File: src/rtl/uart_tx_arbiter.sv
// uart_tx_arbiter: shares the simpleuart transmit data register between NREQ
// byte requesters and owns the UART divider configuration.
// Ports:
//   clk, reset              system clock, synchronous active-high reset
//   req_valid/data/last     per-requester byte offer (data byte i at [8i+7:8i])
//   req_ready               one-hot, byte of the owner accepted this cycle
//   grant                   one-hot current owner, 0 when none
//   busy                    transfer in flight or packet lock held
//   div_set, div_value      request to load a new divider value
//   uart_div_we/di          to simpleuart reg_div_*
//   uart_dat_we/di/wait     to/from simpleuart reg_dat_*
module uart_tx_arbiter #(
    parameter int unsigned NREQ     = 3,
    parameter logic [31:0] DIV_INIT = 32'd48
) (
    input  logic              clk,
    input  logic              reset,
    input  logic [NREQ-1:0]   req_valid,
    input  logic [8*NREQ-1:0] req_data,
    input  logic [NREQ-1:0]   req_last,
    output logic [NREQ-1:0]   req_ready,
    output logic [NREQ-1:0]   grant,
    output logic              busy,
    input  logic              div_set,
    input  logic [31:0]       div_value,
    output logic [3:0]        uart_div_we,
    output logic [31:0]       uart_div_di,
    output logic              uart_dat_we,
    output logic [31:0]       uart_dat_di,
    input  logic              uart_dat_wait
);

    localparam int unsigned IDX_W = (NREQ > 1) ? $clog2(NREQ) : 1;

    typedef enum logic [1:0] {ST_INIT, ST_IDLE, ST_SEND, ST_DIV} state_t;

    state_t           state;
    logic             lock;
    logic [IDX_W-1:0] ptr;
    logic [IDX_W-1:0] owner;
    logic             pend_vld;
    logic [31:0]      pend_div;
    logic [7:0]       dat_byte;

    logic             scan_hit;
    logic [IDX_W-1:0] scan_idx;
    logic [IDX_W-1:0] cand;
    logic [IDX_W-1:0] sel_idx;
    logic [7:0]       sel_byte;
    logic             grant_now;

    function automatic logic [IDX_W-1:0] wrap_add(input logic [IDX_W-1:0] a,
                                                  input int unsigned k);
        int unsigned s;
        s = 32'(a) + k;
        return IDX_W'(s % NREQ);
    endfunction

    assign uart_dat_di = {24'b0, dat_byte};

    // Accept handshake is combinational; a reset cycle never acknowledges the byte.
    assign req_ready = (state == ST_SEND && !uart_dat_wait && !reset) ? grant : '0;

    // Round-robin scan starting at ptr.
    always_comb begin
        scan_hit = 1'b0;
        scan_idx = ptr;
        cand     = ptr;
        for (int unsigned k = 0; k < NREQ; k++) begin
            cand = wrap_add(ptr, k);
            if (!scan_hit && req_valid[cand]) begin
                scan_hit = 1'b1;
                scan_idx = cand;
            end
        end
    end

    // While a packet lock is held only the owner may be granted.
    always_comb begin
        sel_idx   = lock ? owner : scan_idx;
        grant_now = lock ? req_valid[owner] : scan_hit;
        sel_byte  = 8'h00;
        for (int unsigned i = 0; i < NREQ; i++) begin
            if (IDX_W'(i) == sel_idx) begin
                sel_byte = req_data[8*i +: 8];
            end
        end
    end

    // Arbiter FSM; outputs are registered on entry to the state that presents them.
    always_ff @(posedge clk) begin
        if (reset) begin
            state       <= ST_INIT;
            lock        <= 1'b0;
            ptr         <= '0;
            owner       <= '0;
            pend_vld    <= 1'b0;
            pend_div    <= '0;
            grant       <= '0;
            busy        <= 1'b0;
            uart_div_we <= '0;
            uart_div_di <= '0;
            uart_dat_we <= 1'b0;
            dat_byte    <= '0;
        end else begin
            case (state)
                ST_INIT: begin
                    if (DIV_INIT != 32'd0) begin
                        uart_div_we <= 4'hF;
                        uart_div_di <= DIV_INIT;
                    end
                    state <= ST_IDLE;
                end
                ST_IDLE: begin
                    uart_div_we <= '0;
                    uart_div_di <= '0;
                    if (!lock && pend_vld) begin
                        state       <= ST_DIV;
                        uart_div_we <= 4'hF;
                        uart_div_di <= pend_div;
                        pend_vld    <= 1'b0;
                    end else if (grant_now) begin
                        state       <= ST_SEND;
                        owner       <= sel_idx;
                        grant       <= NREQ'(1) << sel_idx;
                        dat_byte    <= sel_byte;
                        uart_dat_we <= 1'b1;
                        busy        <= 1'b1;
                    end
                end
                ST_SEND: begin
                    if (!uart_dat_wait) begin
                        uart_dat_we <= 1'b0;
                        state       <= ST_IDLE;
                        if (req_last[owner]) begin
                            lock  <= 1'b0;
                            busy  <= 1'b0;
                            grant <= '0;
                            ptr   <= (owner == IDX_W'(NREQ - 1)) ? '0 : owner + 1'b1;
                        end else begin
                            lock <= 1'b1;
                        end
                    end
                end
                ST_DIV: begin
                    uart_div_we <= '0;
                    uart_div_di <= '0;
                    state       <= ST_IDLE;
                end
                default: state <= ST_INIT;
            endcase
            // A new request overrides the clear done when DIV consumes the old one.
            if (div_set) begin
                pend_vld <= 1'b1;
                pend_div <= div_value;
            end
        end
    end

endmodule

File: config.mk
export PLATFORM = sky130hd
export DESIGN_NAME = uart_tx_arbiter
export DESIGN_NICKNAME = d
export VERILOG_FILES = /design/src/rtl/uart_tx_arbiter.sv
export SDC_FILE = /design/constraint.sdc
export NUM_CORES = 1
export LEC_CHECK = 0
export CORE_ASPECT_RATIO = 0.5
export CORE_MARGIN = 5
export CORE_UTILIZATION = 25
export DETAILED_ROUTE_END_ITERATION = 12
export GPL_TIMING_DRIVEN = 0
export REMOVE_ABC_BUFFERS = 1
export SYNTH_ARGS = -nofsm -noshare
export SYNTH_HDL_FRONTEND = slang
export SYNTH_SLANG_ARGS = --single-unit
File: constraint.sdc
create_clock -name clk -period 2.36 [get_ports clk]
set_input_delay 0.59 -clock clk [delete_from_list [all_inputs] [get_ports clk]]
set_output_delay 0.59 -clock clk [all_outputs]
set_load 0.02 [all_outputs]
==> flow_summary.json <==
{
  "yosys.area_share.simple_pct": 14.8,
  "rsz0062_at_grt": "true",
  "p_switching_mw": 0.977,
  "fp.dieH_um": 96.2,
  "muxShareOfSynthArea_pct": 12.6,
  "viasPerCell": 4.32,
  "clk_path_buf_depth": 2,
  "synthArstFlopShare_pct": 0,
  "detail_route.iter0.violations": 120,
  "clk-insertion-delay-late_ns": 0.34,
  "relSlewSlack_pct": 38.4,
  "antenna_found_initial": 0,
  "fin_crit_ns": 2.34,
  "crit_buf_inv": 3,
  "hold_buffers": 0,
  "dp_worst_setup_slack_ns": -0.780,
  "crit_path_max_incr_delay_ns": 0.50,
  "drive_gt1_share_pct": 13.9,
  "place.gp.congestion": 0.736,
  "synth_area_per_cell_um2": 9.31,
  "layout_common_cells": "clkdlybuf4s50_1 (109), dfxtp_1 (84), nor2_1 (78), mux2i_1 (39), a22oi_1 (30)",
  "place_area_um2": 5010,
  "synthCells": 399,
  "p_per_area_nw_per_um2": 677,
  "critical_path_class": "flip-flop to flip-flop",
  "maxSlewViolCount": 0,
  "place.port_buffers": 117,
  "syn_area_um2": 3710,
  "synthXorXnorAreaFrac_pct": 0,
  "worst_ep_arrival_time_ns": 2.56,
  "start_util_pct": 25.6,
  "wl_per_cell_um": 14.1,
  "cts.sinks": 86,
  "cap_viol_max_count": 0,
  "clockPowerShare_pct": 40.0,
  "switching_share_pct": 26.0,
  "leakage_nw": 2.19,
  "die_w_um": 182,
  "grt_pass1_wl_um": 15200,
  "synth_seq_cells": 86,
  "finalSetupTns_ns": 0,
  "worst_slew_pin_slew_ns": 0.919,
  "antenna_cells": 0,
  "critPathTopFamily": "compound AO/OA/AOI/OAI gates",
  "cpMaxStageDelayCell": "or4_4",
  "fillers": 1461,
  "start_kind": "flip-flop",
  "power_mw": 3.76,
  "rows": 31,
  "route.detailed.drc": 0,
  "met3_usage_pct": 3.17,
  "cts.htree.levels": 3,
  "setup_viol": 0,
  "grt_pass1_vias": 2943,
  "die_area_um2": 17500,
  "worstPathCellList": "inv_2 -> ha_4 -> buf_12 -> a2bb2oi_4 -> or4_4 -> o221ai_4 -> buf_6 -> mux2i_2 -> o221ai_2",
  "yosys_warnings": 0,
  "layout_worst_path_cycle_share_pct": 99.1,
  "synth_edf_count": 0,
  "area_growth_pct": 49.6,
  "root_buffer": "clkbuf_16",
  "tritoncts": "built",
  "vdd_drop_max_mv": 0.275,
  "grtUsageTotal_pct": 11.0,
  "setup_ws_ns": 0.0205,
  "ys.flop_type": "dfxtp_1",
  "clk_pin_slew_ns": 0.06,
  "cp.required_ns": 2.58,
  "grt_max_degree": 34,
  "vias": 3126,
  "dr.pass1.iters": 5,
  "p_comb_share_pct": 18.0,
  "cts_buffers": 9,
  "met1_usage_pct": 12.8,
  "status": "complete, no violations",
  "core_um2": 14500,
  "synth_compound_area_share_pct": 15.1,
  "final_common_cell": "clkdlybuf4s50_1",
  "seq_area_frac_synth_pct": 46.3,
  "final_util_pct": 38.3,
  "hold_viol": 0,
  "fmax_mhz": 427,
  "endpoint_kind": "flip-flop",
  "pin_count": 142,
  "routed_wl_um": 10200,
  "p_seq_share_pct": 42.0,
  "hp-class": "flip-flop to flip-flop",
  "regToRegSetupSlack_ns": 0.02,
  "intPower_mw": 2.78,
  "grt.busiest_layer": "met2",
  "final_area_um2": 5560,
  "nets": 589,
  "clock_skew_ns": 0.00344,
  "grt.met2_usage_pct": 19.5,
  "hpwl_um": 6920,
  "cp_max_fo": 6,
  "globalRouteOverflowTotal": 0,
  "synth_fa_ha_area_share_pct": 1.01,
  "yosys.cell_types.count": 48,
  "postRouteAntennaNets": 0,
  "synth_top_family_by_area": "compound AO/OA/AOI/OAI gates"
}
-- per-stage QoR --
stage	hold slack (ns)	instances
floorplan	0.456	372
global placement	0.447	687
detailed placement	0.450	692
CTS	0.462	717
global route	0.488	723
finish	0.457	723
-- worst reg2reg max path, delay by kind of cell (launching register included) --
kind / cells / cell delay (ns)
buf+inv: 3 / 0.36
mux: 1 / 0.23
simple gates: 1 / 0.50
fa+ha+maj: 1 / 0.25
compound gates: 3 / 0.51
flops: 1 / 0.36
-- worst paths after layout --
| path | startpoint | end | cells past startpoint |
|---|---|---|---|
| max | ptr[0] | dat_byte[0] | 9 |
| min | busy | busy | 2 |
| max reg2reg | ptr[0] | dat_byte[0] | 9 |
| min reg2reg | busy | busy | 2 |
-- cell families (layout without fill, tap and decap cells) --
| logic type | after synthesis | after routing |
|---|---|---|
| multiplexers | 46 | 46 |
| adder cells (fa/ha/maj) | 3 | 3 |
| buffers and inverters | 69 | 171 |
| other | 1 | 24 |
| flip-flops | 86 | 86 |
| AND/OR/NAND/NOR | 122 | 123 |
| AO/OA/AOI/OAI | 72 | 72 |
-- synthesized netlist by cell type (all sizes together), types with 2 or more instances --
| library cell | n | share of area [%] |
|---|---|---|
| o21ai | 6 | 0.91 |
| clkbuf | 17 | 1.7 |
| a22oi | 30 | 6.1 |
| inv | 19 | 1.9 |
| ha | 3 | 1.0 |
| a21oi | 14 | 1.9 |
| mux2 | 2 | 0.71 |
| or3 | 2 | 0.34 |
| nor3 | 4 | 0.67 |
| nand3b | 2 | 0.40 |
| o22ai | 2 | 0.34 |
| buf | 33 | 6.5 |
| o21bai | 2 | 0.40 |
| nand2b | 3 | 0.51 |
| nand3 | 5 | 1.0 |
| nand2 | 17 | 1.7 |
| mux2i | 44 | 12 |
| o221ai | 9 | 3.1 |
| nor2b | 4 | 0.67 |
| dfxtp | 86 | 46 |
| nor2 | 79 | 8.0 |
-- layer usage --
metal  part of all wire (%)  vias up  wire length (um)
met2                     51       68              5140
met4                    1.8        0               187
met3                    4.2       14               425
met5                      0        -                 0
li1                       -     1562                 -
met1                     43     1482              4420
-- repair_timing --
item / 4_1_cts / 5_1_grt
gates resized for setup: 30 / 14
setup endpoints to repair: 19 / 17
hold endpoints to repair: 0 / 0
setup buffers: 8 / 5
cloned: 1 / 1
pin swaps: 3 / 7
-- state kept, by name, summed over array words and instances (netlist names) --
| register | count |
|---|---|
| busy | 1 |
| dat_byte | 8 |
| grant | 3 |
| lock | 1 |
| owner | 2 |
| pend_div | 32 |
| pend_vld | 1 |
| ptr | 2 |
| state | 2 |
| uart_dat_we | 1 |
| uart_div_di | 32 |
| uart_div_we | 1 |
-- layout make-up --
type / count / area (um^2) / share of cell area, %
Clock buffer: 10 / 229 / 4.12
Clock inverter: 6 / 83.8 / 1.51
Inverter: 19 / 71.3 / 1.28
Multi-Input combinational cell: 268 / 1810 / 32.6
Sequential cell: 86 / 1730 / 31.1
Tap cell: 198 / 248 / 4.46
Timing Repair Buffer: 136 / 1390 / 25.0
-- power groups by stage --
stage	registers (mW)	logic [mW]	clock network (mW)
3_3_place_gp	1.60	0.607	0
5_1_grt	1.59	0.733	1.62
6_report	1.58	0.677	1.51
4_1_cts	1.58	0.659	1.56
3_5_place_dp	1.61	0.620	0
2_1_floorplan	1.65	0.259	0
(Power assumes the default switching activity.)
